File: config.mk
export PLATFORM = sky130hd
export DESIGN_NAME = midi_voice_ctrl_flat
export DESIGN_NICKNAME = d
export VERILOG_FILES = /design/src/rtl/midi_voice_ctrl_if.sv /design/src/rtl/midi_voice_ctrl.sv /design/src/flat_wrapper.sv
export SDC_FILE = /design/constraint.sdc
export NUM_CORES = 1
export LEC_CHECK = 0
export BUFFER_PORTS_ARGS = -buffer_cell sky130_fd_sc_hd__buf_2
export CORE_MARGIN = 4
export CORE_UTILIZATION = 40
export CTS_CLUSTER_DIAMETER = 50
export DETAILED_ROUTE_END_ITERATION = 16
export PLACE_DENSITY = 0.67
export SYNTH_ARGS = -nofsm -noshare
export SYNTH_HDL_FRONTEND = slang
export SYNTH_SLANG_ARGS = --single-unit
File: constraint.sdc
create_clock -name sys_clk -period 6.7 [get_ports sys_clk]
set_clock_uncertainty 0.15 [all_clocks]
set_input_delay 1.005 -clock sys_clk [delete_from_list [all_inputs] [get_ports sys_clk]]
set_output_delay 1.005 -clock sys_clk [all_outputs]
set_load 0.02 [all_outputs]
File: src/rtl/midi_voice_ctrl_if.sv
// Byte handshake between the MIDI UART receiver (master) and the voice controller (slave).
interface midi_voice_ctrl_if;
  logic [7:0] midi_byte;
  logic       midi_byte_valid;
  logic       midi_byte_ready;

  modport master (output midi_byte, output midi_byte_valid, input midi_byte_ready);
  modport slave  (input midi_byte, input midi_byte_valid, output midi_byte_ready);
endinterface

File: src/rtl/midi_voice_ctrl.sv
// MIDI channel-message parser producing divider/waveform update strobes for the voice NCO block.
// Build macro MIDI_NOTE_MATCH_EN: Note Off acts only when it matches the voice's held note.
//
// state | meaning
// IDLE  | waiting for status, or data1 under running status
// DATA1 | status seen, waiting for data1
// DATA2 | waiting for data2
// CALC  | reducing note to (semitone, octave), one step per cycle
// EMIT  | one-cycle strobe of the latched update
module midi_voice_ctrl #(
  parameter int D_W        = 16,
  parameter int VOICE_BITS = 2,
  parameter int NUM_VOICES = 4
) (
  input  logic                  sys_clk,
  input  logic                  sys_rst_n,
  midi_voice_ctrl_if.slave      midi_in,
  output logic [VOICE_BITS-1:0] midi_modified_channel,
  output logic [D_W-1:0]        midi_modified_divider,
  output logic                  midi_chan_modified_strobe,
  output logic [1:0]            wave_input,
  output logic                  midi_wave_modified_strobe
);
  typedef enum logic [2:0] {IDLE, DATA1, DATA2, CALC, EMIT} state_t;
  state_t state, state_nx;

  logic [7:0]            run_status;
  logic                  run_valid;
  logic [6:0]            data1_q;
  logic [6:0]            rem;
  logic [3:0]            oct;
  logic [VOICE_BITS-1:0] voice_q;
  logic                  emit_wave;

  // 187500 / f(note) for the lowest octave; higher octaves are right shifts.
  function automatic logic [14:0] base_div(input logic [3:0] idx);
    case (idx)
      4'd0:    base_div = 15'd22933;
      4'd1:    base_div = 15'd21646;
      4'd2:    base_div = 15'd20431;
      4'd3:    base_div = 15'd19285;
      4'd4:    base_div = 15'd18202;
      4'd5:    base_div = 15'd17181;
      4'd6:    base_div = 15'd16217;
      4'd7:    base_div = 15'd15306;
      4'd8:    base_div = 15'd14447;
      4'd9:    base_div = 15'd13636;
      4'd10:   base_div = 15'd12871;
      4'd11:   base_div = 15'd12149;
      default: base_div = 15'd0;
    endcase
  endfunction

  logic [7:0]            byte_in;
  logic                  byte_fire, is_rt, is_sys, is_status, is_data;
  logic [3:0]            cmd, chan_n;
  logic                  two_byte, msg_done, voice_ok, off_ok;
  logic [6:0]            d1, d2;
  logic [VOICE_BITS-1:0] voice;
  logic                  act_on, act_off, act_pc;

  assign byte_in   = midi_in.midi_byte;
  assign byte_fire = midi_in.midi_byte_valid && midi_in.midi_byte_ready;
  assign is_rt     = byte_in[7:3] == 5'b11111;
  assign is_sys    = byte_in[7:3] == 5'b11110;
  assign is_status = byte_in[7] && (byte_in[7:4] != 4'hF);
  assign is_data   = !byte_in[7];
  assign cmd       = run_status[7:4];
  assign chan_n    = run_status[3:0];
  assign two_byte  = (cmd != 4'hC) && (cmd != 4'hD);
  assign msg_done  = byte_fire && is_data &&
                     ((state == DATA2) ||
                      (!two_byte && ((state == DATA1) || (state == IDLE && run_valid))));
  assign d1        = (state == DATA2) ? data1_q : byte_in[6:0];
  assign d2        = byte_in[6:0];
  assign voice     = chan_n[VOICE_BITS-1:0];
  assign voice_ok  = int'(chan_n) < NUM_VOICES;
  assign act_on    = msg_done && voice_ok && (cmd == 4'h9) && (d2 != 7'd0);
  assign act_off   = msg_done && voice_ok && off_ok &&
                     ((cmd == 4'h8) || ((cmd == 4'h9) && (d2 == 7'd0)));
  assign act_pc    = msg_done && voice_ok && (cmd == 4'hC);

`ifdef MIDI_NOTE_MATCH_EN
  logic [6:0]            note_q [NUM_VOICES];
  logic [NUM_VOICES-1:0] note_vld;

  always_ff @(posedge sys_clk) begin
    if (!sys_rst_n) begin
      note_vld <= '0;
      for (int i = 0; i < NUM_VOICES; i++) note_q[i] <= '0;
    end else if (act_on) begin
      note_q[voice]   <= d1;
      note_vld[voice] <= 1'b1;
    end else if (act_off) begin
      note_vld[voice] <= 1'b0;
    end
  end

  assign off_ok = note_vld[voice] && (note_q[voice] == d1);
`else
  assign off_ok = 1'b1;
`endif

  always_ff @(posedge sys_clk) begin
    if (!sys_rst_n) state <= IDLE;
    else            state <= state_nx;
  end

  always_comb begin
    state_nx = state;
    case (state)
      IDLE, DATA1, DATA2: begin
        if (byte_fire && !is_rt) begin
          if (is_sys)                          state_nx = IDLE;
          else if (is_status)                  state_nx = DATA1;
          else if (state == IDLE && !run_valid) state_nx = IDLE;
          else if (act_on)                     state_nx = CALC;
          else if (act_off || act_pc)          state_nx = EMIT;
          else if (msg_done)                   state_nx = IDLE;
          else                                 state_nx = DATA2;
        end
      end
      CALC:    if (rem < 7'd12) state_nx = EMIT;
      EMIT:    state_nx = IDLE;
      default: state_nx = IDLE;
    endcase
  end

  always_comb begin
    midi_in.midi_byte_ready   = (state == IDLE) || (state == DATA1) || (state == DATA2);
    midi_chan_modified_strobe = (state == EMIT) && !emit_wave;
    midi_wave_modified_strobe = (state == EMIT) && emit_wave;
  end

  // Outputs load on the edge into EMIT so they are valid alongside the strobe.
  always_ff @(posedge sys_clk) begin
    if (!sys_rst_n) begin
      run_status            <= '0;
      run_valid             <= 1'b0;
      data1_q               <= '0;
      rem                   <= '0;
      oct                   <= '0;
      voice_q               <= '0;
      emit_wave             <= 1'b0;
      midi_modified_channel <= '0;
      midi_modified_divider <= '0;
      wave_input            <= '0;
    end else begin
      if (byte_fire && !is_rt) begin
        if (is_sys) begin
          run_valid <= 1'b0;
        end else if (is_status) begin
          run_status <= byte_in;
          run_valid  <= 1'b1;
        end else if (state != DATA2) begin
          data1_q <= byte_in[6:0];
        end
      end
      if (act_on) begin
        rem     <= d1;
        oct     <= '0;
        voice_q <= voice;
      end
      if (act_off) begin
        midi_modified_channel <= voice;
        midi_modified_divider <= '0;
        emit_wave             <= 1'b0;
      end
      if (act_pc) begin
        midi_modified_channel <= voice;
        wave_input            <= d1[1:0];
        emit_wave             <= 1'b1;
      end
      if (state == CALC) begin
        if (rem >= 7'd12) begin
          rem <= rem - 7'd12;
          oct <= oct + 4'd1;
        end else begin
          midi_modified_channel <= voice_q;
          midi_modified_divider <= D_W'(base_div(rem[3:0]) >> oct);
          emit_wave             <= 1'b0;
        end
      end
    end
  end
endmodule

File: src/flat_wrapper.sv
// flat-port wrapper written by rule: the top's interface ports become plain ports
module midi_voice_ctrl_flat 
#(
  parameter int D_W        = 16,
  parameter int VOICE_BITS = 2,
  parameter int NUM_VOICES = 4
)
  (sys_clk, sys_rst_n, midi_modified_channel, midi_modified_divider, midi_chan_modified_strobe, wave_input, midi_wave_modified_strobe, midi_in_midi_byte, midi_in_midi_byte_valid, midi_in_midi_byte_ready);
  midi_voice_ctrl_if midi_in_i ();
  input  logic sys_clk;
  input  logic sys_rst_n;
  output logic [VOICE_BITS-1:0] midi_modified_channel;
  output logic [D_W-1:0] midi_modified_divider;
  output logic midi_chan_modified_strobe;
  output logic [1:0] wave_input;
  output logic midi_wave_modified_strobe;
  input wire logic [$bits(midi_in_i.midi_byte)-1:0] midi_in_midi_byte;
  input wire logic [$bits(midi_in_i.midi_byte_valid)-1:0] midi_in_midi_byte_valid;
  output wire logic [$bits(midi_in_i.midi_byte_ready)-1:0] midi_in_midi_byte_ready;
  assign midi_in_i.midi_byte = midi_in_midi_byte;
  assign midi_in_i.midi_byte_valid = midi_in_midi_byte_valid;
  assign midi_in_midi_byte_ready = midi_in_i.midi_byte_ready;
  midi_voice_ctrl #(.D_W(D_W), .VOICE_BITS(VOICE_BITS), .NUM_VOICES(NUM_VOICES)) u_core (.sys_clk(sys_clk), .sys_rst_n(sys_rst_n), .midi_in(midi_in_i), .midi_modified_channel(midi_modified_channel), .midi_modified_divider(midi_modified_divider), .midi_chan_modified_strobe(midi_chan_modified_strobe), .wave_input(wave_input), .midi_wave_modified_strobe(midi_wave_modified_strobe));
endmodule
# ---- Yosys cells after proc, flatten, opt, wreduce, memory -nomap -nowiden
# Memory sizes are Yosys's and may differ from the RTL's. A register that Yosys moved wholly into a read port is not among the register bits.
# Cells that the tools add are included.
dict set report op_classes {
  add_sub_neg 2
  n_lt_le_gt_ge 3
  n_eq_ne 15
  shifts 1
  n_mux 33
  bitwise 2
  reduce_logical 37
}
# cell count
set ops {}
lappend ops {{2-to-1 mux 16 bit} 3}
lappend ops {{2-to-1 mux 15 bit} 3}
lappend ops {{2-to-1 mux 7 bit} 4}
lappend ops {{2-to-1 mux 3 bit} 7}
lappend ops {{logical AND 1 bit} 17}
lappend ops {{2-to-1 mux 4 bit} 4}
lappend ops {{>> shifter 15 x 4 -> 16 bit} 1}
lappend ops {{equality test 4 bit, second input constant} 3}
lappend ops {{!= test 4 bit, second input constant} 3}
lappend ops {{equality test 5 bit, second input constant} 2}
lappend ops {{2-to-1 mux 2 bit} 5}
lappend ops {{>= comparator 7 x 4 -> 1 bit, second input constant} 1}
lappend ops {{zero test 7 bit} 1}
lappend ops {{< comparator 7 x 4 -> 1 bit, second input constant} 1}
lappend ops {{nonzero test 7 bit} 1}
lappend ops {{subtractor 7 x 4 -> 7 bit, second input constant} 1}
lappend ops {{equality test 3 x 2 -> 1 bit, second input constant} 2}
lappend ops {{logical OR 1 bit} 6}
lappend ops {{2-to-1 mux 1 bit} 6}
lappend ops {{one-hot mux 3 bit (2 select lines)} 1}
lappend ops {{zero test 1 bit} 5}
lappend ops {{adder 4 x 1 -> 4 bit, second input constant} 1}
lappend ops {{< comparator 4 x 3 -> 1 bit, second input constant} 1}
lappend ops {{!= test 2 x 1 -> 1 bit, second input constant} 2}
lappend ops {{other kinds (10)} 12}
dict set report word_totals {
  regBits 53
  rom_bits 240
  in_bits 11
  out_inout_bits 23
  elab_cells 105
  mem_count 1
}
# memory depth width read_ports rd_clocked_by_memory_dff write_ports line_no
set mem_list {}
lappend mem_list {{(no name shown)} 16 15 1 1 0 midi_voice_ctrl.sv:37} ;# case (idx)

# ---- Depth between registers and ports, before layout
dict set report logic_depth {
  word_depth 16
  ltp_mapped 13
  depth_no_buf 10
}

# ---- Worst setup path after synthesis
# Ideal clock, no wire load.
dict set report synth_timing {
  path_type {input to register}
  from {in midi_in_midi_byte[7]}
  to {reg (tool-made name)}
  arrival_time_ns 3.205
  required_ns 6.433
  slack_ns 3.228
  path_stages 11
  n_path_buf 2
  path_cell_list {clkbuf_1 nand2b_1 nor4_4 and2_1 buf_2 nor2_1 nor3_1 ha_1 inv_1 nand2_1 a32o_1}
}
# element line_no
set synth_rtl {}
lappend synth_rtl {{from (decl)} flat_wrapper.sv:17} ;# input wire logic [$bits(midi_in_i.midi_byte)-1:0] midi_in_midi_byte;

==> flow_summary.ini <==
[die]
start_util_pct = 41.5
die_y_um = 101
ios = 34
rows = 33
dieArea_um2 = 10100
dieWidth_um = 101
coreArea_um2 = 8260

[cts]
clockBufferDepth = 2
cts_tree = built
cts_root_buf = clkbuf_8
cts-hold-fix-buffers = 0
path_clk_slew_ns = 0.07
post_cts_resized = 0
cts_sinks = 68
cts_made_buffers = 9
h-tree-depth = 3
postCtsSetupRepairBufs = 0
clock_latency_ns = 0.34

[logic_synthesis]
synthFlopType = dfxtp_1
async_reset_ff_share_pct = 0
syn-instance-count = 379
synth_seq_cells = 68
synth_edf_count = 0
seq_area_frac_synth_pct = 39.7
ys_types = 60
synth_area_um2 = 3430
synth_area_per_cell_um2 = 9.04
syn_nets = 400
ys_warn_count = 0

[sta]
worst_slew_pin_slew_ns = 1.10
relSlewSlack_pct = 26.4
fin_crit_ns = 3.78
final-max-slew-violation-count = 0
hold_viol_final = 0
min_period_over_period_pct = 56.5
timing.hold.ws_ns = 0.305
rsz0062_at_grt = false
setup_violations = 0
setup_tns_ns = 0
fmax_mhz = 264
worst_slack_ns = 2.92

[grt]
grt_antenna_before_repair = 0
overflow = 0
grt.total_usage_pct = 16.3
grt_pass1_wl_um = 13100
grt_max_degree = 39
grt_pass1_vias = 2633

[routing]
vias = 2797
drtPass1Iterations = 4
vias_per_cell = 5.46
drt_iter0_drc = 151
drc = 0
dr_wl_met3_um = 362
wl_met1_um = 3890
met2WireLength_um = 3400
wl_per_cell_um = 15.2
top_layer_used = met4
postRouteAntennaNets = 0
routed_wl_um = 7770

[job]
maxCapViolCount = 0

[place]
place_area_um2 = 3620
dp_slack_ns = 2.83
hpwl_um = 5790
port_buffers = 33
dp.cells = 497
gp_congestion = 0.925

[cells_and_area]
nets = 424
final_cell_mix = dfxtp_1 (68), nor2_1 (54), mux2i_1 (43)
postLayoutCellArea_um2 = 3800
drive_gt1_share_pct = 15.5
utilization_pct = 46.0
n_fill_cell = 802
instances_no_fill = 512
n_antenna_cell = 0
final_common_cell = dfxtp_1
syn_to_final_growth_pct = 11.0

[hold_path]
hold_class = reg -> reg

[worst_setup_path]
worstPathRequired_ns = 6.78
cp_max_fo = 10
arrival_ns = 3.86
crit_path_end_kind = flop
start_kind = flop
worst-setup-path-type = reg -> reg

[pwr]
worst_ir_drop_vdd_mv = 0.0978
p_total_mw = 0.792
power_density_nw_per_um2 = 208
leakagePower_nw = 1.64

[run_status]
outcome = completed
## layout make-up
class                   count  area (um^2)  area share [%]
flip-flops and latches     68         1360            35.8
clock inverters             2         35.0           0.921
inverters                  15         58.8            1.55
well taps                 105          131            3.46
repair buffers             34          173            4.54
clock buffers              13          149            3.92
multi-input cells         275         1890            49.8
## cell families (layout without fill, tap and decap cells)
| group | after synthesis | after routing | synth area share, % |
|---|---|---|---|
| AND/OR/NAND/NOR | 124 | 124 | 17.4 |
| AO/OA/AOI/OAI | 87 | 87 | 17.3 |
| flip-flops | 68 | 68 | 39.7 |
| multiplexers | 51 | 51 | 16.2 |
| buffers and inverters | 36 | 64 | 4.97 |
| adder cells (fa/ha/maj) | 10 | 10 | 3.65 |
| XOR/XNOR | 3 | 3 | 0.767 |
## path summary, 6_finish.rpt
path / from / end / slack (ns) / cells after the start
worst max-delay path: u_core.state[1] / flop / 2.92 / 9
worst min-delay path: u_core.midi_modified_divider[2] / u_core.midi_modified_divider[2] / 0.30 / 2
worst max register to register: u_core.state[1] / flop / 2.92 / 9
worst min register to register: u_core.midi_modified_divider[2] / u_core.midi_modified_divider[2] / 0.30 / 2
## cells in the mapped netlist (4+ instances only)
cell type / n / area, um^2
a211oi_1: 5 / 37.5
mux2i_1: 43 / 430
a22oi_1: 5 / 37.5
o22ai_1: 5 / 31.3
mux2_2: 5 / 56.3
nand2b_1: 4 / 25.0
o21ai_0: 13 / 65.1
ha_1: 10 / 125
clkbuf_1: 14 / 52.6
a22o_1: 8 / 70.1
nand2_1: 27 / 101
nand3_1: 5 / 25.0
inv_1: 12 / 45.0
nor3_1: 7 / 35.0
and2_1: 5 / 31.3
dfxtp_1: 68 / 1360
nor2_1: 54 / 203
a21oi_1: 26 / 130
## worst max-delay path: stages (launching register included)
cell     delay [ns]
dfxtp_1        0.50
or3b_1         0.63
nor4_4         0.45
and2_1         0.33
nor2_1         0.09
nor3_1         0.69
ha_1           0.40
inv_1          0.11
nand2_1        0.06
a32o_1         0.25
## power breakdown
| part | internal [mW] | total, mW | leakage, nW | switching, mW |
|---|---|---|---|---|
| clock network | 0.180 | 0.323 | 0.0935 | 0.144 |
| logic | 0.0186 | 0.0500 | 0.992 | 0.0314 |
| registers | 0.412 | 0.418 | 0.550 | 0.00663 |
| total | 0.610 | 0.792 | 1.64 | 0.182 |
## routing by layer
layer	global-route usage, %	vias to the layer above
li1	-	1404
met1	22.7	1309
met2	24.5	74
met3	3.32	10
met4	6.74	0
met5	0	-
(Power assumes the default switching activity.)
